**config.mk**
```make
export PLATFORM = sky130hd
export DESIGN_NAME = dpram_fifo_ctrl
export DESIGN_NICKNAME = d
export VERILOG_FILES = /design/src/rtl/dpram_fifo_ctrl.sv
export SDC_FILE = /design/constraint.sdc
export NUM_CORES = 1
export LEC_CHECK = 0
export CAP_MARGIN = 20
export CORE_MARGIN = 2
export CORE_UTILIZATION = 42
export CTS_BUF_LIST = sky130_fd_sc_hd__clkbuf_4
export DETAILED_ROUTE_END_ITERATION = 10
export PLACE_DENSITY = 0.7
export SETUP_SLACK_MARGIN = 0.02
export SYNTH_ARGS = -nofsm -noshare
export SYNTH_HDL_FRONTEND = slang
export SYNTH_SLANG_ARGS = --single-unit
```
**constraint.sdc**
```tcl
create_clock -name clk -period 7.12 [get_ports clk]
set_input_delay 1.068 -clock clk [delete_from_list [all_inputs] [get_ports clk]]
set_output_delay 1.068 -clock clk [all_outputs]
set_load 0.01 [all_outputs]
```
**src/rtl/dpram_fifo_ctrl.sv**
```systemverilog
// rtl/dpram_fifo_ctrl.sv - FIFO controller driving a dual-port RAM with a 2-entry output skid.
// RAM port a takes writes; port b reads with one cycle of latency into the skid registers.
module dpram_fifo_ctrl #(
    parameter  int DATA_WIDTH = 8,
    parameter  int MEM_LENGTH = 64,
    localparam int AW         = $clog2(MEM_LENGTH),
    localparam int CW         = AW + 2
) (
    input  logic                  clk,
    input  logic                  rst,
    input  logic                  in_valid,
    output logic                  in_ready,
    input  logic [DATA_WIDTH-1:0] in_data,
    output logic                  out_valid,
    input  logic                  out_ready,
    output logic [DATA_WIDTH-1:0] out_data,
    output logic [CW-1:0]         count,
    output logic                  empty,
    output logic                  full,
    output logic                  ram_wen,
    output logic [AW-1:0]         ram_waddr,
    output logic [DATA_WIDTH-1:0] ram_wdata,
    output logic [AW-1:0]         ram_raddr,
    input  logic [DATA_WIDTH-1:0] ram_rdata
);

    localparam logic [AW:0] MEM_FULL = (AW + 1)'(MEM_LENGTH);

    logic [AW:0]           wr_ptr_q, wr_ptr_d;
    logic [AW:0]           rd_ptr_q, rd_ptr_d;
    logic                  rd_pend_q, rd_pend_d;
    logic [DATA_WIDTH-1:0] sk0_q, sk0_d;
    logic [DATA_WIDTH-1:0] sk1_q, sk1_d;
    logic [1:0]            sk_cnt_q, sk_cnt_d;

    logic [AW:0] mem_cnt;
    logic        push;
    logic        pop;
    logic        issue;
    logic [2:0]  occ_after_pop;
    logic [1:0]  sk_n;

    always_comb begin
        mem_cnt       = wr_ptr_q - rd_ptr_q;
        in_ready      = !rst && (mem_cnt != MEM_FULL);
        push          = in_valid && in_ready;
        out_valid     = (sk_cnt_q != 2'd0);
        pop           = out_valid && out_ready;
        // Skid occupancy left after this cycle's pop, counting the read already in flight.
        occ_after_pop = {1'b0, sk_cnt_q} + {2'b00, rd_pend_q} - {2'b00, pop};
        issue         = (mem_cnt != '0) && (occ_after_pop < 3'd2);
    end

    always_comb begin
        ram_wen   = push;
        ram_waddr = wr_ptr_q[AW-1:0];
        ram_wdata = in_data;
        ram_raddr = rd_ptr_q[AW-1:0];
        out_data  = sk0_q;
        count     = CW'(mem_cnt) + CW'(rd_pend_q) + CW'(sk_cnt_q);
        empty     = (count == '0);
        full      = (mem_cnt == MEM_FULL);
    end

    always_comb begin
        wr_ptr_d  = wr_ptr_q + ((AW + 1)'(push));
        rd_ptr_d  = rd_ptr_q + ((AW + 1)'(issue));
        rd_pend_d = issue;
    end

    // Pop shifts first, then the returning RAM word lands at the new tail.
    always_comb begin
        sk0_d = sk0_q;
        sk1_d = sk1_q;
        sk_n  = sk_cnt_q;
        if (pop) begin
            sk0_d = sk1_q;
            sk_n  = sk_n - 2'd1;
        end
        if (rd_pend_q) begin
            if (sk_n == 2'd0) begin
                sk0_d = ram_rdata;
            end else begin
                sk1_d = ram_rdata;
            end
            sk_n = sk_n + 2'd1;
        end
        sk_cnt_d = sk_n;
    end

    always_ff @(posedge clk) begin
        if (rst) begin
            wr_ptr_q  <= '0;
            rd_ptr_q  <= '0;
            rd_pend_q <= 1'b0;
            sk0_q     <= '0;
            sk1_q     <= '0;
            sk_cnt_q  <= 2'd0;
        end else begin
            wr_ptr_q  <= wr_ptr_d;
            rd_ptr_q  <= rd_ptr_d;
            rd_pend_q <= rd_pend_d;
            sk0_q     <= sk0_d;
            sk1_q     <= sk1_d;
            sk_cnt_q  <= sk_cnt_d;
        end
    end

endmodule

```
After elaboration in Yosys (flattened, before gate mapping)
Index checks and enable logic that the tools add are counted.
- register bits: 33
- input bits: 20
- output and inout bits: 41
- word-level logic and storage cells: 34
- add/subtract/negate cells: 9
- magnitude comparators: 1
- equal/unequal tests: 2
- muxes and demuxes: 5
- bitwise gates (word level): 1
- reduce and logical (&&, ||, !) cells: 10
- operators by type and width (kind ; count):
    $mux 8 ; 3
    $add 7x1->7 ; 2
    $add 7x1->8 ; 1
    $add 8x2->8 ; 1
    $logic_not 8->1 ; 1
    $eq 7x7->1 const B ; 1
    $ne 7x7->1 const B ; 1
    $reduce_bool 7->1 ; 1
    $sub 7x7->7 ; 1
    $logic_and 1x1->1 ; 4
    $mux 2 ; 2
    $add 2x1->3 ; 1
    $lt 3x2->1 const B ; 1
    $sub 3x1->3 ; 1
    $add 2x1->2 const B ; 1
    $logic_not 2->1 ; 1
    $reduce_and 2->1 ; 1
    $reduce_bool 2->1 ; 1
    $sub 2x1->2 const B ; 1
    $logic_not 1->1 ; 1
    $not 1->1 ; 1

Logic depth before layout (Yosys ltp)
- depth in word-level cells: 6
- mapped depth: 17
- depth with buffers taken out: 16

Worst setup path after synthesis
Ideal clock, no wire load.
- path type: input to register
- from: input out_ready
- to: register rd_ptr_q[6]
- setup time: 128 ps
- arrival time: 3447 ps
- required time: 6992 ps
- setup slack: 3546 ps
- cell stages on the path: 15
- path buffers: 1
- cell sequence: nand2b_1 buf_2 inv_1 ha_1 inv_1 ha_1 fa_1 xnor2_1 a211oi_1 ha_1 ha_1 nand3_1 nor3_1 xnor2_1 nor2_1
- cells in the longest elaborated chain, start to end: 5
- RTL lines (item ; line ; source):
    from (decl) ; 15 ; input logic out_ready,
    $logic_and 1x1->1 ; 48 ; pop = out_valid && out_ready;
    $sub 3x1->3 ; 50 ; occ_after_pop = {1'b0, sk_cnt_q} + {2'b00, rd_pend_q} - {2'b00, pop};
    $lt 3x2->1 ; 51 ; issue = (mem_cnt != '0) && (occ_after_pop < 3'd2);
    $logic_and 1x1->1 ; 51 ;
    net issue ; 39 ; logic issue;
    $add 7x1->7 ; 67 ; rd_ptr_d = rd_ptr_q + ((AW + 1)'(issue));
    to (signal assigned) ; 101 ; rd_ptr_q <= rd_ptr_d;
    to (decl) ; 30 ; logic [AW:0] rd_ptr_q, rd_ptr_d;
The timed path passes the listed nets, and every way through them passes these cells.
A chain may end at the register's enable or synchronous reset.

Worst setup path after layout
- from: register rd_ptr_q[0]
- to: output empty
- cells in the longest elaborated chain, start to end: 4
- RTL lines (item ; line ; source):
    $sub 7x7->7 ; 44 ; mem_cnt = wr_ptr_q - rd_ptr_q;
    $add 7x1->8 ; 60 ; count = CW'(mem_cnt) + CW'(rd_pend_q) + CW'(sk_cnt_q);
    $add 8x2->8 ; 60 ;
    $logic_not 8->1 ; 61 ; empty = (count == '0);
    to (decl) ; 18 ; output logic empty,
Every way passes these cells.

==> results.toml <==
[clocking]
cts_setup_buffers = 0
htreeDepth = 2
cts_root_buffer = "clkbuf_4"
postCtsHoldBufs = 0
cts_tree = "built"
cts.sinks = 33
numCtsBuffers = 5
cts-resized-gates = 0
clkTransAtPathRegs_ns = 0.09
insertion_delay_ns = 0.33
clockBufferDepth = 2

[routing]
wl_per_cell_um = 11.87
dr.pass1.iters = 4
drt_wl_total_um = 3810
vias = 1536
vias_per_cell = 4.785
drt-initial-drc-count = 57
final_antenna_net_count = 0
drcViolationCount = 0

[worst_setup_path]
cp_max_fo = 3
rrSetupSlack_ns = 3.45
worstPathRequired_ns = 6.05
ff2ff_path_depth = 16
rr_endpoint = "rd_ptr_q[6]"
path_class = "register to primary output"
timing.rr.start = "sk_cnt_q[1]"
cp.arrival_ns = 3.45
start_kind = "register"
cp-end-kind = "primary output"

[power_and_ir_drop]
p_seq_share_pct = 27.4
p_sw_w = 0.0003686
p_int_w = 0.0005767
sw_frac_of_total_pct = 38.99
power.clock.fraction_pct = 10.3
power.density_nw_per_um2 = 379.3
vdd_ir_drop_max_mv = 0.2075
p_leak_nw = 1.008
combinationalPowerShare_pct = 62.3

[yosys]
avgSynthCellArea_um2 = 9.124
synth-edff-count = 0
ys_seq_elements = 33
synth.cell_area_um2 = 2090
synth_top_area_cell = "dfxtp_1"
yosysSeqAreaShare_pct = 31.62
synth_area_leaders = "dfxtp_1 (32%), ha_1 (9.0%), mux2i_1 (7.7%)"
synthTopCellsByCount = "dfxtp_1 (33), nor2_1 (33), buf_4 (20)"
yosysTopAreaCellShare_pct = 31.62
syn-instance-count = 229
async_reset_ff_share_pct = 0
yosysWarnings = 0
synth_cell_types = 40
synthFlopType = "dfxtp_1"
synth_nets = 268

[global_routing]
overflow = 0
grt_pass1_vias = 1418
grt_max_degree = 36
grt_util_all_layers_pct = 14.98
grt_antenna_before_repair = 0
grt_first_pass_wirelength_um = 6306

[flow_run]
cap_viol_max_count = 0

[floorplan]
dieArea_um2 = 5555
ios = 61
start_util_pct = 43.95
fp.dieW_um = 74.54
core_um2 = 4755
fp.dieH_um = 74.54
row_count = 25

[timing]
max_freq_mhz = 221.4
min_period_ns = 4.517
fin_crit_sh_pct = 63.44
setup_tns_ns = 0
fin_worst_skew_ns = 0.01251
finalMaxSlewViolations = 0
rsz0062_at_grt = "no"
slew_headroom_pct = 36.23
finalHoldViolCount = 0
finalSetupViolations = 0
worst_pin_slew_ns = 0.9545

[placed_design]
hpwl_um = 2935
io_buffers = 44
place_congestion = 0.8394

[hold_path]
min_delay_path_depth = 2
hold_path_end = "sk1_q[5]"
hold_class = "register to register"
worstHoldStart = "sk1_q[5]"

[finish]
layout-drive-gt1-share_pct = 6.693
syn_to_final_growth_pct = 19.28
multi_input_area_um2 = 1184
n_antenna_cell = 0
final_nets = 293
utilization_pct = 52.42
seq_area_um2 = 660.6
fill_cells = 479

[outcome]
status = "completed"
worst max-delay path by stage:
stage	startpoint	endpoint	slack, ns	cells past startpoint
floorplan	out_ready	rd_ptr_q[6]	3.55	15
global placement	out_ready	rd_ptr_q[6]	2.83	15
detailed placement	out_ready	rd_ptr_q[6]	2.73	15
CTS	rd_ptr_q[0]	empty	2.58	10
global route	wr_ptr_q[0]	empty	2.36	11
finish	rd_ptr_q[0]	empty	2.60	10
cells by family after synthesis:
logic type,share of synthesized area [%]
AO/OA/AOI/OAI,10.30
XOR/XNOR,9.941
adder cells (fa/ha/maj),12.81
buffers and inverters,11.74
flip-flops,31.62
multiplexers,7.664
AND/OR/NAND/NOR,15.93
state kept, by name, summed over array words and instances, names as in the netlist:
signal,cells
sk_cnt_q,2
rd_ptr_q,7
rd_pend_q,1
sk1_q,8
out_data,8
wr_ptr_q,7
critical path, stage by stage, from the launching register on:
cell             delay [ns]
dfxtp_1                0.37
ha_1                   0.17
inv_1                  0.05
fa_1                   0.50
inv_1                  0.08
fa_1                   0.45
nor2_1                 0.19
nand2_1                0.08
a2111oi_0              0.49
and3_1                 0.21
clkdlybuf4s50_1        0.53
stage by stage:
step	area [µm²]	std cells	power [W]	hold slack [ns]	worst slack, ns
6_report	2492	321	0.0009453	0.5032	2.603
2_1_floorplan	2090	229	0.0006482	0.4596	3.546
3_5_place_dp	2444	314	0.0008568	0.4872	2.734
5_1_grt	2492	321	0.001032	0.5264	2.360
3_3_place_gp	2444	314	0.0008526	0.4762	2.828
4_1_cts	2492	321	0.0009610	0.5094	2.581
cell usage in the layout, fill, tap and decap left out, types with 4 or more instances in the layout:
cell type / synthesis / layout
nor2_1: 33 / 33
nand2_1: 6 / 6
clkbuf_4: 0 / 6
xor2_1: 5 / 5
dfxtp_1: 33 / 33
inv_1: 17 / 17
mux2i_1: 16 / 16
a211oi_1: 9 / 9
clkdlybuf4s50_1: 0 / 44
fa_1: 4 / 4
a21oi_1: 5 / 5
xnor2_1: 15 / 15
nand3_1: 6 / 6
ha_1: 15 / 15
nor2b_1: 7 / 7
final cells by class:
type / count / share of cell area (%)
clock inverters: 1 / 0.1506
clock buffers: 6 / 1.807
well taps: 67 / 3.363
flip-flops and latches: 33 / 26.51
repair buffers: 45 / 17.97
multi-input cells: 151 / 47.49
inverters: 18 / 2.711
layer usage:
layer / track usage [%] / routed length, µm
met3: 3.794 / 212
met2: 21.73 / 1668
met4: 6.944 / 67
met5: 0 / 0
met1: 20.83 / 1861
power by group through the flow:
stage	Sequential, W	Combinational [W]	Clock [W]
global route	0.000265	0.000660	0.000108
detailed placement	0.000263	0.000593	0
CTS	0.000260	0.000598	0.000103
global placement	0.000265	0.000588	0
finish	0.000259	0.000589	0.0000973
floorplan	0.000266	0.000382	0
(Power assumes the default switching activity.)
